[src/rtl/ex_result_buf.sv]
// Execute-stage result buffer: 2-entry skid buffer between ALU and memory stage.
// Resolves branch outcome at capture so the stored beat carries br_taken.
package rvcpu;
  typedef struct packed {
    logic zero;
    logic overflow;
    logic negative;
    logic carry;
  } alu_flags_t;
endpackage

module ex_result_buf
  import rvcpu::*;
#(
  parameter int Width    = 32,
  parameter int RegAddrW = 5
) (
  input  logic                clk,
  input  logic                rst_n,
  input  logic                flush,
  input  logic                in_valid,
  output logic                in_ready,
  input  logic [Width-1:0]    in_res,
  input  alu_flags_t          in_flags,
  input  logic [RegAddrW-1:0] in_rd,
  input  logic                in_wb_en,
  input  logic                in_is_branch,
  input  logic [2:0]          in_br_cond,
  input  logic [Width-1:0]    in_br_target,
  output logic                out_valid,
  input  logic                out_ready,
  output logic [Width-1:0]    out_res,
  output alu_flags_t          out_flags,
  output logic [RegAddrW-1:0] out_rd,
  output logic                out_wb_en,
  output logic                out_br_taken,
  output logic [Width-1:0]    out_br_target,
  output logic [1:0]          occupancy
);

  typedef struct packed {
    logic [Width-1:0]    res;
    alu_flags_t          flags;
    logic [RegAddrW-1:0] rd;
    logic                wb_en;
    logic                br_taken;
    logic [Width-1:0]    br_target;
  } beat_t;

  typedef enum logic [1:0] {EMPTY = 2'd0, ONE = 2'd1, FULL = 2'd2} state_t;

  state_t state, state_nxt;
  beat_t  main_q, skid_q, in_beat;
  logic   accept, emit;
  logic   ld_main_in, ld_main_skid, ld_skid;
  logic   lt, ltu, cond_hit;

  always_comb begin
    lt  = in_res[Width-1] ^ in_flags.overflow;
    ltu = !in_flags.carry;
    case (in_br_cond)
      3'b000:  cond_hit = in_flags.zero;
      3'b001:  cond_hit = !in_flags.zero;
      3'b100:  cond_hit = lt;
      3'b101:  cond_hit = !lt;
      3'b110:  cond_hit = ltu;
      3'b111:  cond_hit = !ltu;
      default: cond_hit = 1'b0;
    endcase
  end

  always_comb begin
    in_beat.res       = in_res;
    in_beat.flags     = in_flags;
    in_beat.rd        = in_rd;
    in_beat.wb_en     = in_wb_en;
    in_beat.br_taken  = cond_hit & in_is_branch;
    in_beat.br_target = in_br_target;
  end

  // Ready and valid decode straight from the state register: no input-to-ready path.
  assign in_ready  = (state != FULL);
  assign out_valid = (state != EMPTY);
  assign occupancy = state;
  assign accept    = in_valid && in_ready;
  assign emit      = out_valid && out_ready;

  always_ff @(posedge clk or negedge rst_n) begin
    if (!rst_n) state <= EMPTY;
    else        state <= state_nxt;
  end

  always_comb begin
    state_nxt    = state;
    ld_main_in   = 1'b0;
    ld_main_skid = 1'b0;
    ld_skid      = 1'b0;
    if (flush) begin
      state_nxt = EMPTY;
    end else begin
      case (state)
        EMPTY: if (accept) begin
          ld_main_in = 1'b1;
          state_nxt  = ONE;
        end
        ONE: begin
          if (accept && emit) begin
            ld_main_in = 1'b1;
          end else if (accept) begin
            ld_skid   = 1'b1;
            state_nxt = FULL;
          end else if (emit) begin
            state_nxt = EMPTY;
          end
        end
        FULL: if (emit) begin
          ld_main_skid = 1'b1;
          state_nxt    = ONE;
        end
        default: state_nxt = EMPTY;
      endcase
    end
  end

  always_ff @(posedge clk or negedge rst_n) begin
    if (!rst_n) begin
      main_q <= '0;
      skid_q <= '0;
    end else begin
      if (ld_main_in)        main_q <= in_beat;
      else if (ld_main_skid) main_q <= skid_q;
      if (ld_skid)           skid_q <= in_beat;
    end
  end

  assign out_res       = main_q.res;
  assign out_flags     = main_q.flags;
  assign out_rd        = main_q.rd;
  assign out_wb_en     = main_q.wb_en;
  assign out_br_taken  = main_q.br_taken;
  assign out_br_target = main_q.br_target;

endmodule

[config.mk]
export PLATFORM = sky130hd
export DESIGN_NAME = ex_result_buf
export DESIGN_NICKNAME = d
export VERILOG_FILES = /design/src/rtl/ex_result_buf.sv
export SDC_FILE = /design/constraint.sdc
export NUM_CORES = 1
export LEC_CHECK = 0
export BUFFER_PORTS_ARGS = -buffer_cell sky130_fd_sc_hd__buf_2
export CORE_ASPECT_RATIO = 2
export CORE_MARGIN = 10
export CORE_UTILIZATION = 53
export CTS_CLUSTER_SIZE = 40
export DETAILED_ROUTE_END_ITERATION = 7
export GPL_TIMING_DRIVEN = 0
export PLACE_DENSITY = 0.79
export SYNTH_ARGS = -nofsm -noshare
export SYNTH_HDL_FRONTEND = slang
export SYNTH_SLANG_ARGS = --single-unit
[constraint.sdc]
create_clock -name clk -period 1.7 [get_ports clk]
set_input_delay 0.34 -clock clk [delete_from_list [all_inputs] [get_ports clk]]
set_output_delay 0.34 -clock clk [all_outputs]
set_load 0.03 [all_outputs]
; Word-level counts from Yosys, hierarchy flattened
; Index checks and enable logic that the tools add are counted.
[op_classes]
n_eq_ne = 12
n_mux = 20
n_bitwise = 2
n_reduce_logical = 11
[op_table]
columns = op, n
row1 = $mux 75, 2
row2 = $eq 3x3->1 const B, 4
row3 = $mux 2, 6
row4 = $mux 1, 9
row5 = $ne 3x3->1 const B, 3
row6 = $pmux 1 s6, 1
row7 = $pmux 2 s3, 1
row8 = $ne 4x4->1 const B, 1
row9 = $reduce_and 4->1, 1
row10 = $reduce_bool 2->1, 2
row11 = $eq 3x1->1 const B, 1
row12 = $logic_and 1x1->1, 3
row13 = $logic_not 1->1, 3
row14 = $logic_not 3->1, 1
row15 = $eq 2x1->1 const B, 1
row16 = $eq 2x2->1 const B, 1
row17 = $logic_not 2->1, 1
row18 = $ne 2x2->1 const B, 1
row19 = $pmux 1 s2, 1
row20 = $and 1x1->1, 1
row21 = $xor 1x1->1, 1
[totals]
reg_bits = 152

; Longest topological paths before layout
[logic_depth]
depth_word = 7
mapped_depth = 5
ltp_nobuf = 3

; Worst setup path after synthesis
; OpenSTA, ideal clock, no wires.
[synth_timing]
kind = register to register
start = register state[1], in the netlist occupancy[1]
end = register skid_q[17] (netlist bit)
setup_time_ns = 0.125
arrival_time_ns = 1.572
required_ns = 1.575
slack_ns = 0.003
path_stages_with_launch = 6
synth_period_minus_slack_ns = 1.697
cell_sequence = dfrtp_1 -> nor3b_4 -> nand2_1 -> buf_4 -> buf_6 -> mux2_4
[synth_between]
elab_chain_len = 6
elab_cells_between_ends = 10
cone_classes = 2 x eq/ne / 4 x mux / 4 x reduce/logical
[synth_rtl]
columns = element, line
row1 = start: declaration, 52  ; state_t state, state_nxt;
row2 = start signal: assignment, 90  ; else state <= state_nxt;
row3 = $ne 2x2->1 / $reduce_bool 2->1 (equally long branches), "82, 83"
row4 = $logic_and 1x1->1 (on tied branches), "85, 86"
row5 = $mux 1 / $logic_and 1x1->1 (equally long branches), "109, 107"
row6 = $mux 1, 107  ; if (accept && emit) begin
row7 = $mux 1 (*), 101  ; case (state)
row8 = $mux 1 (*), 98  ; if (flush) begin
row9 = end signal: assignment, 132  ; if (ld_skid) skid_q <= in_beat;
row10 = end: declaration, 53  ; beat_t main_q, skid_q, in_beat;
; Every way passes the cells marked *; elsewhere a longest branch is shown, timed or not.
; A chain may end at the register's enable or synchronous reset.

; Final worst setup path
[layout_timing]
start = register state[0], in the netlist occupancy[0]
end = output out_valid
[layout_between]
elab_chain_len = 1
[layout_rtl]
columns = element, line
row1 = $reduce_bool 2->1, 83  ; assign out_valid = (state != EMPTY);
row2 = end: declaration, 30  ; output logic out_valid,
; Every way passes these cells.

==> results by group <==
Final layout
  – Synth-to-Final Area Change: 27.01%
  – Final net count: a little over 700
  – Most common cell after layout, fill and taps aside: buf_2
  – Fill count: approximately 900
  – Final Cell Area: roughly 8300 µm²
  – Multi-input logic area: 2457 µm²
  – Layout cell share with drive strength beyond 1: between 40% and 50%
  – Most frequent cells in the layout: 172 x buf_2, 150 x dfrtp_1, 74 x and3_1, 74 x a221o_1, 49 x mux2_4
  – Flip-flop and latch area: 3806 µm²

Timing
  – Crit path time final: around 1.7 ns
  – Max Slew Vio Count: 0
  – Slew margin rel.: between 60% and 70%
  – Fmax: 605.5 MHz
  – Unrepaired setup endpoints after global routing: yes
  – Final Hold Viols: 0
  – Setup Viol. Count Final: 0
  – Actual slew at the worst max-slew pin: approximately 0.58 ns
  – Hold slack final: about 0.16 ns
  – Worst Clk Skew: approximately 0.0066 ns
  – Fin crit share: a little over nine tenths

GRT
  – Grt met3 use: 5.475%
  – First-pass GRT wire length: between 20,000 and 30,000 µm
  – Total GRT Usage: a little over 20%
  – Vias in the first global route: between 5,000 and 6,000
  – Met2 GRT Util: between 30% and 40%
  – Top Usage Layer GRT: met2
  – Grt total ovfl: 0
  – Initial antenna violation count: 3
  – Largest net degree at the start of global routing: a little over 90
  – Met1 GRT Util: 22.45%

Routing
  – Wirelength per Cell: between 20 and 25 µm
  – 1st-iter DRT viols: 249
  – ANT nets after route: 0
  – Via count: 4,727
  – DRC Markers: 0
  – Total routed wirelength: ~18,000 µm
  – First drt pass iteration count: 4
  – Via/cell ratio: between 5 and 6

Logic synthesis
  – Mean Syn Cell Area: between 10 and 15 µm²
  – Post-synth EDFFs: 0
  – Asr flop ratio synth: 100.0%
  – Yosys reg bits: around 150
  – Register area share after synthesis: approximately three fifths
  – Synthesis warning total: 0
  – Mapped cell area: around 6500 µm²
  – Syn_nets: between 500 and 600
  – Main synth FF type: dfrtp_1
  – Synth Instances: 443
  – Yosys cell types: 31

Setup path
  – CP Max Fanout: 6
  – R2R setup slack: 0.06 ns
  – Crit end category: output pin
  – Critical Path RT: roughly 1.4 ns
  – Worst R2R Path Depth: 6
  – CP arrival: approximately 1.3 ns
  – CP Cell Sequence: or2_2 -> buf_6
  – Delay of the slowest critical-path stage: around 0.43 ns
  – Crit path kind: reg2out
  – Worst R2R End: out_res[14]
  – Reg-to-reg startpoint: occupancy[1]
  – CP max-delay cell: dfrtp_2
  – Startpoint types: flop

Worst hold path
  – Min-Delay Path Depth: 2
  – Hold EP: skid_q[68]
  – Min-Delay Path Class: in2reg
  – Hold Crit Start: in_res[25]

Power and ir drop
  – PwrDens: around 1400 nW/µm²
  – Static Leak: between 4 and 5 nW
  – VDD IR max: approximately 1.0 mV

Floorplan
  – Starting Density: between 50% and 60%
  – Io pins: around 160
  – Die Y: between 150 and 200 µm
  – Core area: between 10,000 and 15,000 µm²
  – Rows: 57
  – DIE WIDTH: a little under 100 µm
  – Die area: 17,400 µm²

Clock network
  – Clk_lat worst skew: roughly 0.4 ns
  – CTS tree: done
  – Clock root buffer: clkbuf_16
  – CTS buffer count: 17
  – Clock-pin slew on the worst setup and hold paths: around 0.060 ns
  – Clk buf depth: 2
  – H-tree Lvls: 4
  – CTS Sinks: roughly 150

Run
  – MaxCap Viol Count: 0

Place
  – Placed inst area: around 7500 µm²
  – HPWL Detailed: roughly 13,000 µm
  – PortBufs: approximately 160
  – Placer Congestion: roughly 0.79

Run status
  – Status: completed
-- per-stage QoR --
step	setup TNS (ns)	power (mW)	worst slack, ns	util [%]	cells
3_3_place_gp	-266.52	7.402	-1.711	61.93	751
3_5_place_dp	-10.59	7.572	-0.1334	62.21	752
2_1_floorplan	0	6.637	0.003232	-	443
6_report	0	11.57	0.04836	68.29	793
5_1_grt	-0.1909	12.01	-0.03905	68.27	792
4_1_cts	0	11.63	0.003222	67.84	789
-- sequential cells by signal, indices dropped and copies added (netlist names) --
| register | count |
|---|---|
| out_flags | 4 |
| occupancy | 2 |
| out_rd | 5 |
| out_wb_en | 1 |
| out_br_target | 32 |
| skid_q | 75 |
| out_res | 32 |
| out_br_taken | 1 |
-- what timing repair did --
action / CTS / global route
hold buffers: 1 / 0
setup buffers: 4 / 2
gates resized for setup: 6 / 23
endpoints found under the hold margin: 62 / 0
setup endpoints to repair: 110 / 121
pin swaps: 1 / 1
-- Yosys cell counts, drive strengths merged (2+ instances only) --
cell | number | share of area (%)
nand2 | 3 | 0.17
and3 | 74 | 7.1
o2bb2ai | 2 | 0.27
mux2 | 74 | 16
a221o | 74 | 11
a21oi | 3 | 0.23
nand2b | 4 | 0.38
dfrtp | 152 | 58
o2111ai | 2 | 0.27
clkbuf | 11 | 0.65
buf | 29 | 3.4
nor3b | 2 | 0.40
-- how the worst max path moves through the flow --
stage,from,depth (start not counted),endpoint
3_3_place_gp,rst_n,1,skid_q[6]
5_1_grt,occupancy[1],6,out_res[16]
3_5_place_dp,occupancy[1],5,skid_q[66]
2_1_floorplan,occupancy[1],5,skid_q[17]
6_report,occupancy[0],2,out_valid
4_1_cts,occupancy[1],5,out_br_taken
-- power by group --
group          internal [mW]  leakage [nW]  switching (mW)
Sequential              4.45          1.87           0.521
Combinational           1.23          2.24            1.35
Clock                   2.48         0.299            1.54
-- layout make-up --
cell class | instances | share of cell area, %
clock buffer | 19 | 5.229
buffer | 39 | 3.521
clock inverter | 13 | 2.327
antenna | 3 | 0.09068
multi-input combinational | 251 | 29.68
sequential | 152 | 45.97
timing repair buffer | 169 | 10.96
tap | 147 | 2.222
-- kinds of logic (layout without fill, tap and decap cells) --
| family | count (synthesis) | after routing | synth area share (%) |
|---|---|---|---|
| AOI/OAI and AO/OA | 86 | 86 | 12.71 |
| xor gates and xnor gates | 1 | 1 | 0.3646 |
| buffers and inverters | 40 | 240 | 4.050 |
| DFF | 152 | 152 | 58.35 |
| muxes | 75 | 75 | 15.76 |
| other | 0 | 3 | 0 |
| and+or+nand+nor | 89 | 89 | 8.772 |
-- metal layers --
layer | part of all wire (%) | routed length (µm)
met5 | 0 | 0
met4 | 2.7 | 486
met3 | 5.5 | 1001
met2 | 55 | 10060
met1 | 37 | 6711
-- worst max-delay path: cells and delay by family (launching register included) --
kind                   cells  cell delay (ns)
flip-flops                 1             0.43
AND/OR/NAND/NOR            1             0.31
buffers and inverters      1             0.15
Power figures use the tool's default switching activity.
